$ cat config.mk
export PLATFORM = sky130hd
export DESIGN_NAME = wb_stage
export DESIGN_NICKNAME = d
export VERILOG_FILES = /design/src/rtl/wb_stage.sv
export SDC_FILE = /design/constraint.sdc
export NUM_CORES = 1
export LEC_CHECK = 0
export CORE_ASPECT_RATIO = 1.75
export CORE_UTILIZATION = 35
export CTS_CLUSTER_SIZE = 14
export DETAILED_ROUTE_END_ITERATION = 8
export GPL_TIMING_DRIVEN = 0
export SYNTH_ARGS = -nofsm -noshare
export SYNTH_HDL_FRONTEND = slang
export SYNTH_SLANG_ARGS = --single-unit
$ cat constraint.sdc
create_clock -name i_clk -period 2.2 [get_ports i_clk]
set_input_delay 0.44 -clock i_clk [delete_from_list [all_inputs] [get_ports i_clk]]
set_output_delay 0.44 -clock i_clk [all_outputs]
set_load 0.01 [all_outputs]
$ cat src/rtl/wb_stage.sv
// wb_stage: writeback stage. Merges the single-cycle ALU result stream and a small
// load-completion FIFO onto the register file's single write port. The FIFO head
// loses to a live ALU result; a starvation counter eventually asks decode to stall.
//
// Optional feature macro: WB_LOAD_FMT_EN
//   defined   - load data is sign/zero-extended by funct3 and byte offset at enqueue,
//               and an illegal funct3 writes 0 and pulses o_ld_err.
//   undefined - load data is stored and written unchanged, o_ld_err is tied to 0.

module wb_stage #(
    parameter int unsigned LD_FIFO_DEPTH = 2,  // power of two, >= 2
    parameter int unsigned STARVE_LIMIT  = 4   // >= 1
) (
    input  logic        i_clk,
    input  logic        i_rst,

    input  logic        i_alu_valid,
    input  logic [4:0]  i_alu_rd_addr,
    input  logic [31:0] i_alu_rd_data,

    input  logic        i_ld_valid,
    output logic        o_ld_ready,
    input  logic [4:0]  i_ld_rd_addr,
    input  logic [31:0] i_ld_data,
    input  logic [2:0]  i_ld_funct3,
    input  logic [1:0]  i_ld_byte_off,

    output logic [4:0]  o_rd_addr,
    output logic [31:0] o_rd_data,
    output logic        o_write_en,
    output logic        o_ld_pending,
    output logic        o_stall_req,
    output logic        o_ld_err
);

    localparam int unsigned PTR_W = (LD_FIFO_DEPTH > 1) ? $clog2(LD_FIFO_DEPTH) : 1;
    localparam int unsigned CNT_W = $clog2(LD_FIFO_DEPTH + 1);
    localparam int unsigned STV_W = (STARVE_LIMIT > 0) ? $clog2(STARVE_LIMIT + 1) : 1;

    localparam logic [CNT_W-1:0] FIFO_FULL  = CNT_W'(LD_FIFO_DEPTH);
    localparam logic [STV_W-1:0] STARVE_MAX = STV_W'(STARVE_LIMIT);

    // Load-completion FIFO storage (data path only, no reset needed)
    logic [4:0]  q_addr [LD_FIFO_DEPTH];
    logic [31:0] q_data [LD_FIFO_DEPTH];
    logic        q_err  [LD_FIFO_DEPTH];

    logic [PTR_W-1:0] wr_ptr_q, rd_ptr_q;
    logic [CNT_W-1:0] count_q, count_d;

    logic [STV_W-1:0] starve_q, starve_d;
    logic             stall_q, stall_d;

    logic [4:0]  rd_addr_q;
    logic [31:0] rd_data_q;
    logic        write_en_q;
    logic        ld_pending_q;
    logic        ld_err_q;

    logic        fifo_nonempty;
    logic        enq;
    logic        deq;
    logic        alu_win;

    logic [31:0] enq_data;
    logic        enq_err;

    logic [4:0]  head_addr;
    logic [31:0] head_data;
    logic        head_err;

    assign fifo_nonempty = (count_q != '0);

    // Ready reflects the count at the start of the cycle; a same-cycle dequeue
    // never opens a slot for an enqueue.
    assign o_ld_ready = !i_rst && (count_q != FIFO_FULL);
    assign enq        = i_ld_valid && o_ld_ready;

    // An ALU result for x0 does not claim the port, so the load head may drain.
    assign alu_win = i_alu_valid && (i_alu_rd_addr != 5'd0);
    assign deq     = !alu_win && fifo_nonempty;

    assign head_addr = q_addr[rd_ptr_q];
    assign head_data = q_data[rd_ptr_q];
    assign head_err  = q_err[rd_ptr_q];

`ifdef WB_LOAD_FMT_EN
    logic [7:0]  ld_byte;
    logic [15:0] ld_half;

    // Select the addressed byte/half of the aligned word, then extend by funct3
    always_comb begin
        ld_byte  = 8'h00;
        enq_data = 32'h0;
        enq_err  = 1'b0;
        case (i_ld_byte_off)
            2'd0:    ld_byte = i_ld_data[7:0];
            2'd1:    ld_byte = i_ld_data[15:8];
            2'd2:    ld_byte = i_ld_data[23:16];
            default: ld_byte = i_ld_data[31:24];
        endcase
        ld_half = i_ld_byte_off[1] ? i_ld_data[31:16] : i_ld_data[15:0];
        case (i_ld_funct3)
            3'b000:  enq_data = {{24{ld_byte[7]}}, ld_byte};
            3'b001:  enq_data = {{16{ld_half[15]}}, ld_half};
            3'b010:  enq_data = i_ld_data;
            3'b100:  enq_data = {24'h0, ld_byte};
            3'b101:  enq_data = {16'h0, ld_half};
            default: enq_err  = 1'b1;
        endcase
    end
`else
    // Load unit already extended the data; funct3 and offset are not needed here
    logic unused_fmt;
    assign unused_fmt = ^{i_ld_funct3, i_ld_byte_off};
    assign enq_data   = i_ld_data;
    assign enq_err    = 1'b0;
`endif

    // Occupancy and starvation next state
    always_comb begin
        count_d = count_q;
        case ({enq, deq})
            2'b10:   count_d = count_q + CNT_W'(1);
            2'b01:   count_d = count_q - CNT_W'(1);
            default: count_d = count_q;
        endcase

        starve_d = '0;
        stall_d  = 1'b0;
        if (fifo_nonempty && !deq) begin
            // Head is waiting behind the ALU; saturate at the limit.
            starve_d = (starve_q >= STARVE_MAX) ? starve_q : starve_q + STV_W'(1);
            stall_d  = stall_q || (starve_q >= STARVE_MAX);
        end
    end

    // FIFO storage write on enqueue
    always_ff @(posedge i_clk) begin
        if (enq) begin
            q_addr[wr_ptr_q] <= i_ld_rd_addr;
            q_data[wr_ptr_q] <= enq_data;
            q_err[wr_ptr_q]  <= enq_err;
        end
    end

    // FIFO pointers, count and starvation state
    always_ff @(posedge i_clk) begin
        if (i_rst) begin
            wr_ptr_q <= '0;
            rd_ptr_q <= '0;
            count_q  <= '0;
            starve_q <= '0;
            stall_q  <= 1'b0;
        end else begin
            if (enq) begin
                wr_ptr_q <= wr_ptr_q + PTR_W'(1);
            end
            if (deq) begin
                rd_ptr_q <= rd_ptr_q + PTR_W'(1);
            end
            count_q  <= count_d;
            starve_q <= starve_d;
            stall_q  <= stall_d;
        end
    end

    // Registered write port, error pulse and pending flag
    always_ff @(posedge i_clk) begin
        if (i_rst) begin
            rd_addr_q    <= 5'd0;
            rd_data_q    <= 32'h0;
            write_en_q   <= 1'b0;
            ld_err_q     <= 1'b0;
            ld_pending_q <= 1'b0;
        end else begin
            write_en_q <= 1'b0;
            ld_err_q   <= 1'b0;
            if (alu_win) begin
                rd_addr_q  <= i_alu_rd_addr;
                rd_data_q  <= i_alu_rd_data;
                write_en_q <= 1'b1;
            end else if (deq) begin
                // A head for x0 is consumed but never written
                rd_addr_q  <= head_addr;
                rd_data_q  <= head_data;
                write_en_q <= (head_addr != 5'd0);
                ld_err_q   <= head_err;
            end
            // Stays high through the cycle the load sits on the write port
            ld_pending_q <= fifo_nonempty || enq;
        end
    end

    assign o_rd_addr    = rd_addr_q;
    assign o_rd_data    = rd_data_q;
    assign o_write_en   = write_en_q;
    assign o_ld_pending = ld_pending_q;
    assign o_stall_req  = stall_q;
    assign o_ld_err     = ld_err_q;

endmodule

Word-level counts from Yosys, hierarchy flattened
Memories as Yosys holds them, arrays and structs flattened. A register that Yosys moved wholly into a read port is not among the register bits.
Index checks and enable logic that the tools add are counted.
{ "totals": {"reg_bits": 48, "mem_count": 2, "ram_bits": 74, "out_inout_bits": 42} }
{ "op_classes": {"bitwise_logic": 2, "n_eq_ne": 3, "n_mux": 13, "magnitude_cmp": 1, "n_reduce_logical": 17, "addsub": 5} }
{ "mem_list": {"columns": ["name", "words", "width", "read_ports", "rd_ports_with_merged_regs", "wr", "line_no", "rtl"], "rows": [
  ["q_data", 2, 32, 1, 1, 1, "45", "logic [31:0] q_data [LD_FIFO_DEPTH];"],
  ["q_addr", 2, 5, 1, 1, 1, "44", "logic [4:0] q_addr [LD_FIFO_DEPTH];"]
]} }
{ "ops": {"columns": ["op", "count"], "rows": [
  ["two-way mux 32 bit", 2],
  ["two-way mux 5 bit", 2],
  ["nonzero test 5 bit", 2],
  ["two-way mux 1 bit", 8],
  ["nonzero test 2 bit", 3],
  ["logical AND 1 bit", 5],
  ["case mux 2 bit (2 select lines)", 1],
  ["adder 3 x 1 -> 3 bit (second input constant)", 1],
  ["greater-or-equal comparator 3 bit (second input constant)", 1],
  ["logical NOT 1 bit", 3],
  ["OR reduction 3 bit", 1],
  ["adder 1 bit (second input constant)", 2],
  ["adder 2 x 1 -> 2 bit (second input constant)", 1],
  ["== test 2 x 1 -> 1 bit (second input constant)", 1],
  ["== test 2 bit (second input constant)", 1],
  ["logical OR 1 bit", 2],
  ["inequality test 2 bit (second input constant)", 1],
  ["NOT 1 bit", 2],
  ["OR reduction 2 bit", 1],
  ["subtractor 2 x 1 -> 2 bit (second input constant)", 1]
]} }

Longest topological paths before layout
Gate-level depths: netlist of run 1.
{ "depth": {"ltp_word": 8, "ltp_mapped": 7} }

Worst setup path after synthesis of run 1
OpenSTA, ideal clock, no wires.
{ "synth_timing": {"kind": "input to register", "start": "in i_rst", "end": "mem q_addr[1][0] (enable)", "arrival_ns": 1.826, "slack_ns": -0.024, "required_time_ns": 1.802, "path_stages": 3, "cell_sequence": "clkbuf_1 nor2_1 and3_1"} }
{ "synth_between": {"elab_chain_len": 5} }
{ "synth_lines": {"columns": ["element", "line_no", "rtl"], "rows": [
  ["from (decl)", "15", "input logic i_rst,"],
  ["logical NOT 1 bit", "76", "assign o_ld_ready = !i_rst && (count_q != FIFO_FULL);"],
  ["logical AND 1 bit", "76", null],
  ["net o_ld_ready", "22", "output logic o_ld_ready,"],
  ["logical AND 1 bit", "77", "assign enq = i_ld_valid && o_ld_ready;"],
  ["two-way mux 1 bit", "140", "if (enq) begin"],
  ["two-way mux 1 bit", null, null],
  ["to (decl)", "44", null]
]} }
The timed path passes the listed nets, and every way through them passes these cells.

Worst setup path in the final report of run 1
{ "layout_timing": {"start": "reg count_q[1]", "end": "reg count_q[1]"} }
{ "layout_rtl": {"columns": ["element", "line_no", "rtl"], "rows": [
  ["from (decl)", "49", "logic [CNT_W-1:0] count_q, count_d;"],
  ["from (signal assigned)", "162", "count_q <= count_d;"],
  ["nonzero test 2 bit *", "72", "assign fifo_nonempty = (count_q != '0);"],
  ["logical AND 1 bit *", "81", "assign deq = !alu_win && fifo_nonempty;"],
  ["net deq", "62", "logic deq;"],
  ["== test 2 x 1 -> 1 bit / == test 2 bit (equally long branches)", "123", "case ({enq, deq})"],
  ["case mux 2 bit (2 select lines) / nonzero test 2 bit (equally long branches)", null, null]
]} }
Mark *: on every way through the listed nets, which the timed path passes. The rest lies on a longest branch.
A chain may end at the register's enable or synchronous reset.

==> results of run 1 <==
## flip-flops by register name, summed over array words and instances, names as in the netlist, named ones only
signal / count
o_rd_data: 32
q_addr: 10
wr_ptr_q: 1
o_rd_addr: 5
starve_q: 3
count_q: 2
o_ld_pending: 1
rd_ptr_q: 1
q_data: 64
o_write_en: 1
o_stall_req: 1
## routing by layer
| layer | vias to the layer above | GRT usage, % |
|---|---|---|
| met5 | - | 0 |
| met4 | 0 | 9.44 |
| met3 | 22 | 3.98 |
| met2 | 102 | 33.2 |
| met1 | 1742 | 17.9 |
| li1 | 1732 | - |
## layout by cell type (no fill, tap or decap), drive strengths merged, types with 4 or more instances in the layout
cell type / instances
clkdlybuf4s50: 116
buf: 16
clkinv: 8
clkinvlp: 4
dfxtp: 48
edfxtp: 74
mux2i: 65
nor2: 11
nand2: 33
o41ai: 5
nor3: 37
clkbuf: 34
a211o: 32
inv: 5
nand3: 5
nor2b: 7
a211oi: 5
## worst min-delay path by stage
stage	from	to	slack, ns	cells past startpoint
2_1_floorplan	wr_ptr_q	wr_ptr_q	0.45	2
3_3_place_gp	wr_ptr_q	wr_ptr_q	0.46	2
3_5_place_dp	o_stall_req	o_stall_req	0.47	2
4_1_cts	i_alu_valid	o_rd_addr[0]	0.33	3
5_1_grt	i_alu_valid	o_rd_addr[0]	0.34	3
6_report	i_alu_valid	o_rd_addr[0]	0.34	3
## final cells by class
class	instances	area [um^2]	area share (%)
plain buffers	32	196	2.78
multi-input cells	230	1720	24.3
flip-flops and latches	122	3180	45.0
inverters	5	21.3	0.301
well taps	180	225	3.18
clock inverters	14	131	1.86
repair buffers	117	1170	16.5
clock buffers	18	429	6.06
## critical path, delay by kind of cell, from the launching register on
| family | cells | cell delay [ns] |
|---|---|---|
| compound gates | 2 | 0.32 |
| fa+ha+maj | 1 | 0.34 |
| buf+inv | 1 | 0.19 |
| flops | 1 | 0.30 |
| simple gates | 2 | 0.87 |
## power by group through the flow
stage | clock network (W) | registers (W) | logic [W]
after global placement | 0 | 0.00295 | 0.00251
after global routing | 0.00275 | 0.00294 | 0.00275
final | 0.00262 | 0.00291 | 0.00253
after detailed placement | 0 | 0.00296 | 0.00255
after CTS | 0.00267 | 0.00291 | 0.00256
after floorplan | 0 | 0.00300 | 0.00149
## timing repair
action,4_1_cts,5_1_grt
endpoints found under the setup margin,75,37
gates cloned,0,0
gates resized for setup,4,1
endpoints found under the hold margin,0,0
## kinds of logic after synthesis
family,synth area share (%)
compound gates,9.45
xor+xnor,0.514
fa+ha+maj,0.735
buf+inv,4.14
flops,62.3
mux,13.2
other cells,0.0734
simple gates,9.62
## per-stage QoR
| step | instances | setup slack [ns] | instance area [um^2] | total power, W | setup TNS [ns] |
|---|---|---|---|---|---|
| floorplan | 389 | 0.0526 | 5110 | 0.00450 | 0 |
| CTS | 718 | 0.0369 | 7070 | 0.00814 | 0 |
| global route | 718 | 0.00219 | 7080 | 0.00844 | 0 |
| detailed placement | 686 | -0.492 | 6510 | 0.00550 | -35.52 |
| finish | 718 | 0.108 | 7080 | 0.00805 | 0 |
| global placement | 686 | -0.939 | 6510 | 0.00546 | -54.70 |
==> impl_metrics.toml, run 1 <==
[run_status]
status = "finished, final reports clean"

[setup_path]
cp.arrival_ns = 2.42
cp-start-kind = "flop"
r2r_start = "count_q[1]"
crit_path_end = "count_q[1]"
timing.rr.end = "count_q[1]"
required_ns = 2.53
max_stage_delay_ns = 0.52
cp-startpoint = "count_q[1]"
slowest_stage = "nor2_1"
rr_worst_depth = 6
rrSetupSlack_ns = 0.11
crit_chain = "buf_2 > nor2_1 > o31ai_4 > ha_1 > or3_1 > a21oi_1"
path_class = "flop to flop"
crit_fanout = 10
cp-end-kind = "flop"

[job]
maxCapViolations = 0

[floorplanning]
die_height_um = 162
die_x_um = 93.3
initial_core_util_pct = 35.7
core-area_um2 = 14300
io_pins = 125
dieArea_um2 = 15100
std_cell_rows = 58

[logic_synthesis]
ys_seq_area_share_pct = 62.3
synth.area.top_cells = "edfxtp_1, dfxtp_1, mux2i_1, a211o_1, nor3_1"
netlist_instances = 389
synth_edf_count = 74
ys_seq_elements = 122
syn_avg_cell_area_um2 = 13.1
syn_nets = 475
async_flop_share_pct = 0
synth_common_cells = "edfxtp_1, mux2i_1, dfxtp_1"
yosysWarnings = 0
ys.flop_type = "edfxtp_1"
synth_top_area_share_pct = 43.5
synth_area_leader_cell = "edfxtp_1"
syn_area_um2 = 5110
synth_cell_types = 40
yosysMostFrequentCell = "edfxtp_1"

[placed_design]
dp_hpwl_um = 9110
io_buffers = 117
routabilityCongestion = 0.748

[grt]
track_usage_pct = 17.8
overflow = 0
antenna_found_initial = 0
grt_pass1_vias = 3726
grt_pass1_wl_um = 19400
grt_max_degree = 38

[pwr]
p_leak_nw = 2.59
pwr-share-seq_pct = 36.1
peakVddDrop_mv = 0.745
swShare_pct = 30.4
power_density_nw_per_um2 = 1140
clkPwrFrac_pct = 32.5
intPower_w = 0.00560
pwr-share-comb_pct = 31.4
switching_power_w = 0.00245

[clocking]
clkLatencyLatePin_ns = 0.41
cts_setup_buffers = 0
postCtsHoldBufs = 0
root_buffer = "clkbuf_16"
cts_sinks = 122
cts_buffers = 17
cts_tree = "done"
clk_pin_slew_ns = 0.05
clock_tree.buffer_depth = 2
htreeDepth = 4

[sta]
timing.fmax_mhz = 478
drv_slew = 0
hold_ws_ns = 0.344
slew-limit-headroom_pct = 56.7
worst_slew_pin_slew_ns = 0.649
period_needed_ns = 2.09
setup_violations = 0
rsz0062_at_grt = "no"
clock-skew-final_ns = 0.00573
hold_viol = 0
period_share_pct = 95.1

[routing]
antenna_left = 0
dr_wl_met2_um = 7190
route.met3.wl_um = 478
met1_length_um = 4720
firstDrtPassIters = 4
totalWireLength_um = 12700
viasPerCell = 5.01
wl_per_cell_um = 17.8
drc = 0
highest_layer = "met4"
vias = 3598
drt-initial-drc-count = 142

[layout]
drive_gt1_share_pct = 11.0
antennaDiodeCount = 0
fillers = 1297
nets = 611
area_delta_synth_final_pct = 38.5
final_core_utilization_pct = 49.5

[worst_hold_path]
hold_class = "primary input to flop"
Power figures use the tool's default switching activity.
==> run 2, diff against run 1 <==
Settings changed: CORE_UTILIZATION 35 to 45, GPL_TIMING_DRIVEN 0 to unset, PLACE_DENSITY set to 0.77.
==> run 2 against run 1 <==
Against the previous run:
- utilization increased by 14 points
- global-route usage increased by 4.1 points
- sequential share of layout area decreased by 0.062 points
- highest routed layer unchanged
- critical path type is now flop to output pin
- largest cell class unchanged
- first-iteration DRC count increased by 30%
==> impl_metrics.toml, run 2 (synthesized netlist as in run 1, its figures left out) <==
[routing]
wl_per_cell_um = 18.0
drt-initial-drc-count = 185
vias = 3612
viasPerCell = 5.45
highest_layer = "met4"
dr_wl_met2_um = 6740
met1_length_um = 4470
route.met3.wl_um = 486
drc = 0
antenna_left = 0
firstDrtPassIters = 4
totalWireLength_um = 11900

[sta]
worst_slew_pin_slew_ns = 0.529
worst_slack_ns = 0.146
clock-skew-final_ns = 0.00829
timing.fmax_mhz = 487
rsz0062_at_grt = "no"
period_needed_ns = 2.05
drv_slew = 0
hold_viol = 0
slew-limit-headroom_pct = 64.7
setup_violations = 0
period_share_pct = 93.4

[clocking]
cts_buffers = 17
clkLatencyLatePin_ns = 0.40
root_buffer = "clkbuf_16"
postCtsHoldBufs = 0
clock_tree.buffer_depth = 2
clk_pin_slew_ns = 0.05
htreeDepth = 4
cts_resized = 0
cts_sinks = 122
cts_tree = "done"
cts_setup_buffers = 0

[run_status]
status = "finished, final reports clean"

[setup_path]
crit_chain = "nor2b_1 > nor2_1 > clkdlybuf4s50_1"
cp-start-kind = "flop"
crit_family = "buffers and inverters"
path_buf_inv = 1
max_stage_delay_ns = 0.48
required_ns = 1.76
cp-startpoint = "count_q[1]"
r2r_start = "count_q[1]"
rr_worst_depth = 5
slowest_stage = "clkdlybuf4s50_1"
crit_path_end = "o_ld_ready"
path_class = "flop to output pin"
crit_fanout = 4
rrSetupSlack_ns = 0.32
timing.rr.end = "starve_q[1]"
cp-end-kind = "output pin"
cp_num_cells = 3
cp.arrival_ns = 1.61

[grt]
antenna_found_initial = 0
grt_max_degree = 38
track_usage_pct = 21.9
overflow = 0
grt_pass1_vias = 3840
grt_pass1_wl_um = 18500

[layout]
area_delta_synth_final_pct = 38.7
nets = 604
final_core_utilization_pct = 63.8
regArea_um2 = 3180
fillers = 880
drive_gt1_share_pct = 12.1
largest_reg_flops = 64
multi_input_area_um2 = 1720
registers.top_by_ff_count = "q_data"
antennaDiodeCount = 0
layout_commonest_cell = "clkdlybuf4s50_1"
mostFrequentLayoutCells = "clkdlybuf4s50_1, edfxtp_1, mux2i_1"

[pwr]
p_leak_nw = 2.63
total_power_w = 0.00814
peakVddDrop_mv = 0.857
power_density_nw_per_um2 = 1150

[placed_design]
routabilityCongestion = 0.766
io_buffers = 118
pre_cts_ws_ns = -0.0986
dp_hpwl_um = 8120

[floorplanning]
core-area_um2 = 11100
std_cell_rows = 51
die_x_um = 82.6
die_height_um = 143
dieArea_um2 = 11800
io_pins = 125
initial_core_util_pct = 46.0

[job]
maxCapViolations = 0

[worst_hold_path]
hold_class = "primary input to flop"
-- run 2: cell count changes in the layout (fill, tap and decap cells not counted), sizes merged --
cell | before | now
inv | 5 | 4
clkbuf | 34 | 22
bufinv | 2 | 3
dlygate4sd2 | 1 | 0
clkdlybuf4s50 | 116 | 117
clkinv | 8 | 6
clkinvlp | 4 | 2
buf | 16 | 25
-- run 2: layer usage --
layer | global-route usage, % | vias up
li1 | - | 1713
met1 | 22.7 | 1766
met2 | 38.8 | 121
met3 | 5.62 | 12
met4 | 12.2 | 0
met5 | 0 | -
-- run 2: worst min-delay path by stage --
stage | start | endpoint | slack, ns | cells after the start
floorplan | wr_ptr_q | wr_ptr_q | 0.45 | 2
global placement | wr_ptr_q | wr_ptr_q | 0.46 | 2
detailed placement | wr_ptr_q | wr_ptr_q | 0.47 | 2
CTS | i_rst | wr_ptr_q | 0.39 | 3
global route | i_rst | wr_ptr_q | 0.43 | 3
finish | i_rst | wr_ptr_q | 0.42 | 3
-- run 2: final cells by class --
cell class	instances	area share [%]
tap	132	2.33
inverter	5	0.265
clock buffer	22	6.27
clock inverter	10	1.80
multi-input combinational	230	24.2
sequential	122	44.9
timing repair buffer	142	20.2
-- run 2: worst min-delay path, delay by kind of cell --
kind	cells	cell delay, ns
AO/OA/AOI/OAI	1	0.06
AND/OR/NAND/NOR	1	0.15
buffers and inverters	1	0.12
-- run 2: through the flow --
step	cell area [um^2]	instances	TNS, ns	hold WS (ns)
after floorplan	5110	389	0	0.451
after global placement	6520	631	-0.0983	0.462
after detailed placement	6520	631	-0.117	0.473
after CTS	7090	663	0	0.393
after global routing	7090	663	0	0.429
final	7090	663	0	0.418
-- run 2: power by group --
part / internal, W / switching (W) / total [W]
logic: 0.00126 / 0.00127 / 0.00253
registers: 0.00275 / 0.000185 / 0.00294
clock network: 0.00176 / 0.000915 / 0.00268
==> run 3, diff against run 2 <==
--- a/config.mk
+++ b/config.mk
@@ -9,4 +9,5 @@
 export CORE_UTILIZATION = 45
-export CTS_CLUSTER_SIZE = 14
+export CTS_CLUSTER_SIZE = 40
 export DETAILED_ROUTE_END_ITERATION = 8
+export HOLD_SLACK_MARGIN = 0.12
 export PLACE_DENSITY = 0.77
--- a/constraint.sdc
+++ b/constraint.sdc
@@ -3,2 +3,2 @@
 set_output_delay 0.44 -clock i_clk [all_outputs]
-set_load 0.01 [all_outputs]
+set_load 0.1 [all_outputs]
==> run 3 against run 2 <==
Against the previous run:
- fmax increased by 5.2%
- clock power about the same
- via count increased by 0.50%
- first-iteration DRC count decreased by 15%
- combinational power increased by 49%
- sequential share of layout area increased by 0.51 points
- setup slack improved by 0.10 ns
- clock skew increased by 0.00098 ns
- sequential cell count unchanged
==> impl_metrics.toml, run 3 (synthesized netlist as in run 1, its figures left out) <==
[setup_path]
cp.arrival_ns = 2.29
cp-start-kind = "primary input"
cp-end-kind = "flop"
path_class = "primary input to flop"
r2r_start = "count_q[0]"
rr_worst_depth = 6
required_ns = 2.53
timing.rr.end = "count_q[1]"
crit_fanout = 3
rrSetupSlack_ns = 0.27

[pwr]
intPower_w = 0.00574
switching_power_w = 0.00372
p_leak_nw = 2.69
power_density_nw_per_um2 = 1350
total_power_w = 0.00945
peakVddDrop_mv = 1.03
pwr-share-comb_pct = 40.0
clkPwrFrac_pct = 28.6
pwr-share-seq_pct = 31.4
swShare_pct = 39.3

[sta]
rsz0062_at_grt = "no"
worst_slack_ns = 0.247
hold_viol = 0
drv_slew = 0
timing.fmax_mhz = 512
clock-skew-final_ns = 0.00927
tns_ns = 0
period_share_pct = 88.8
hold_ws_ns = 0.419
setup_violations = 0
period_needed_ns = 1.95

[floorplanning]
core-area_um2 = 11100
io_pins = 125
die_x_um = 82.6
initial_core_util_pct = 46.0
dieArea_um2 = 11800
die_height_um = 143
std_cell_rows = 51

[layout]
registers.top_by_ff_count = "q_data"
largest_reg_flops = 64
area_delta_synth_final_pct = 37.2
mostFrequentLayoutCells = "clkdlybuf4s50_1, edfxtp_1, mux2i_1"
nets = 600
final-instance-count-excl-fill = 660
layout_commonest_cell = "clkdlybuf4s50_1"
drive_gt1_share_pct = 19.7
fillers = 873

[grt]
use_met3_pct = 5.43
track_usage_pct = 22.2
grt_busiest_layer = "met2"
antenna_found_initial = 1
grt_use_met2_pct = 40.9
overflow = 0
use_met1_pct = 21.7
grt_pass1_wl_um = 18600
grt_pass1_vias = 3844
grt_max_degree = 38

[placed_design]
pre_cts_ws_ns = -0.159
routabilityCongestion = 0.821
dpl.cell_count = 627
io_buffers = 118
dp_hpwl_um = 8410

[worst_hold_path]
hold-path-endpoint = "wr_ptr_q"
hold_start = "i_rst"
whs_path_depth = 3
hold_class = "primary input to flop"

[run_status]
status = "finished, final reports clean"

[clocking]
root_buffer = "clkbuf_16"
htreeDepth = 4
cts_resized = 0
cts_sinks = 122
cts_tree = "done"
cts_buffers = 17
clkLatencyLatePin_ns = 0.40
cts_setup_buffers = 0
clock_tree.buffer_depth = 2
postCtsHoldBufs = 0
clk_pin_slew_ns = 0.05

[routing]
wl_per_cell_um = 18.3
vias = 3630
firstDrtPassIters = 5
totalWireLength_um = 12100
drc = 0
drt-initial-drc-count = 158
antenna_left = 0
viasPerCell = 5.50

[job]
maxCapViolations = 0
run 3: worst max-delay path, stage by stage:
cell and delay [ns]:
clkdlybuf4s50_1 0.43, or3_4 0.43, o31ai_4 0.21, ha_1 0.28, or3_1 0.36, a21oi_1 0.14
run 3: cell type report:
cell class	instances	area [um^2]	area share, %
diodes	1	2.50	0.0357
flip-flops and latches	122	3180	45.4
well taps	132	165	2.36
multi-input cells	230	1730	24.7
repair buffers	138	1320	18.9
inverters	5	18.8	0.268
clock buffers	25	495	7.07
clock inverters	7	91.3	1.30
run 3: how the worst max path moves through the flow:
stage / startpoint / endpoint / slack [ns]
5_1_grt: count_q[0] / count_q[1] / 0.12
3_5_place_dp: i_alu_rd_addr[2] / count_q[1] / -0.16
4_1_cts: count_q[0] / count_q[1] / 0.24
2_1_floorplan: count_q[1] / q_addr[0][0] / 0.02
3_3_place_gp: i_alu_rd_addr[2] / count_q[1] / -0.11
6_report: i_alu_rd_addr[2] / count_q[1] / 0.25
run 3: metrics by stage:
stage	cell area [um^2]	utilization (%)
6_report	7010	63.1
5_1_grt	7010	63.1
4_1_cts	7010	63.1
3_5_place_dp	6420	57.8
3_3_place_gp	6420	57.8
2_1_floorplan	5120	-
run 3: power by group through the flow:
stage / Combinational [W] / Sequential [W] / Clock [W]
finish: 0.00378 / 0.00296 / 0.00271
global route: 0.00400 / 0.00300 / 0.00287
global placement: 0.00371 / 0.00299 / 0
floorplan: 0.00153 / 0.00429 / 0
detailed placement: 0.00380 / 0.00301 / 0
CTS: 0.00381 / 0.00297 / 0.00275
run 3: per-layer routing:
layer  wire [um]  up-vias
met5           0        -
met4         374        0
met3         510       22
met2        7040      116
met1        4180     1786
li1            -     1706
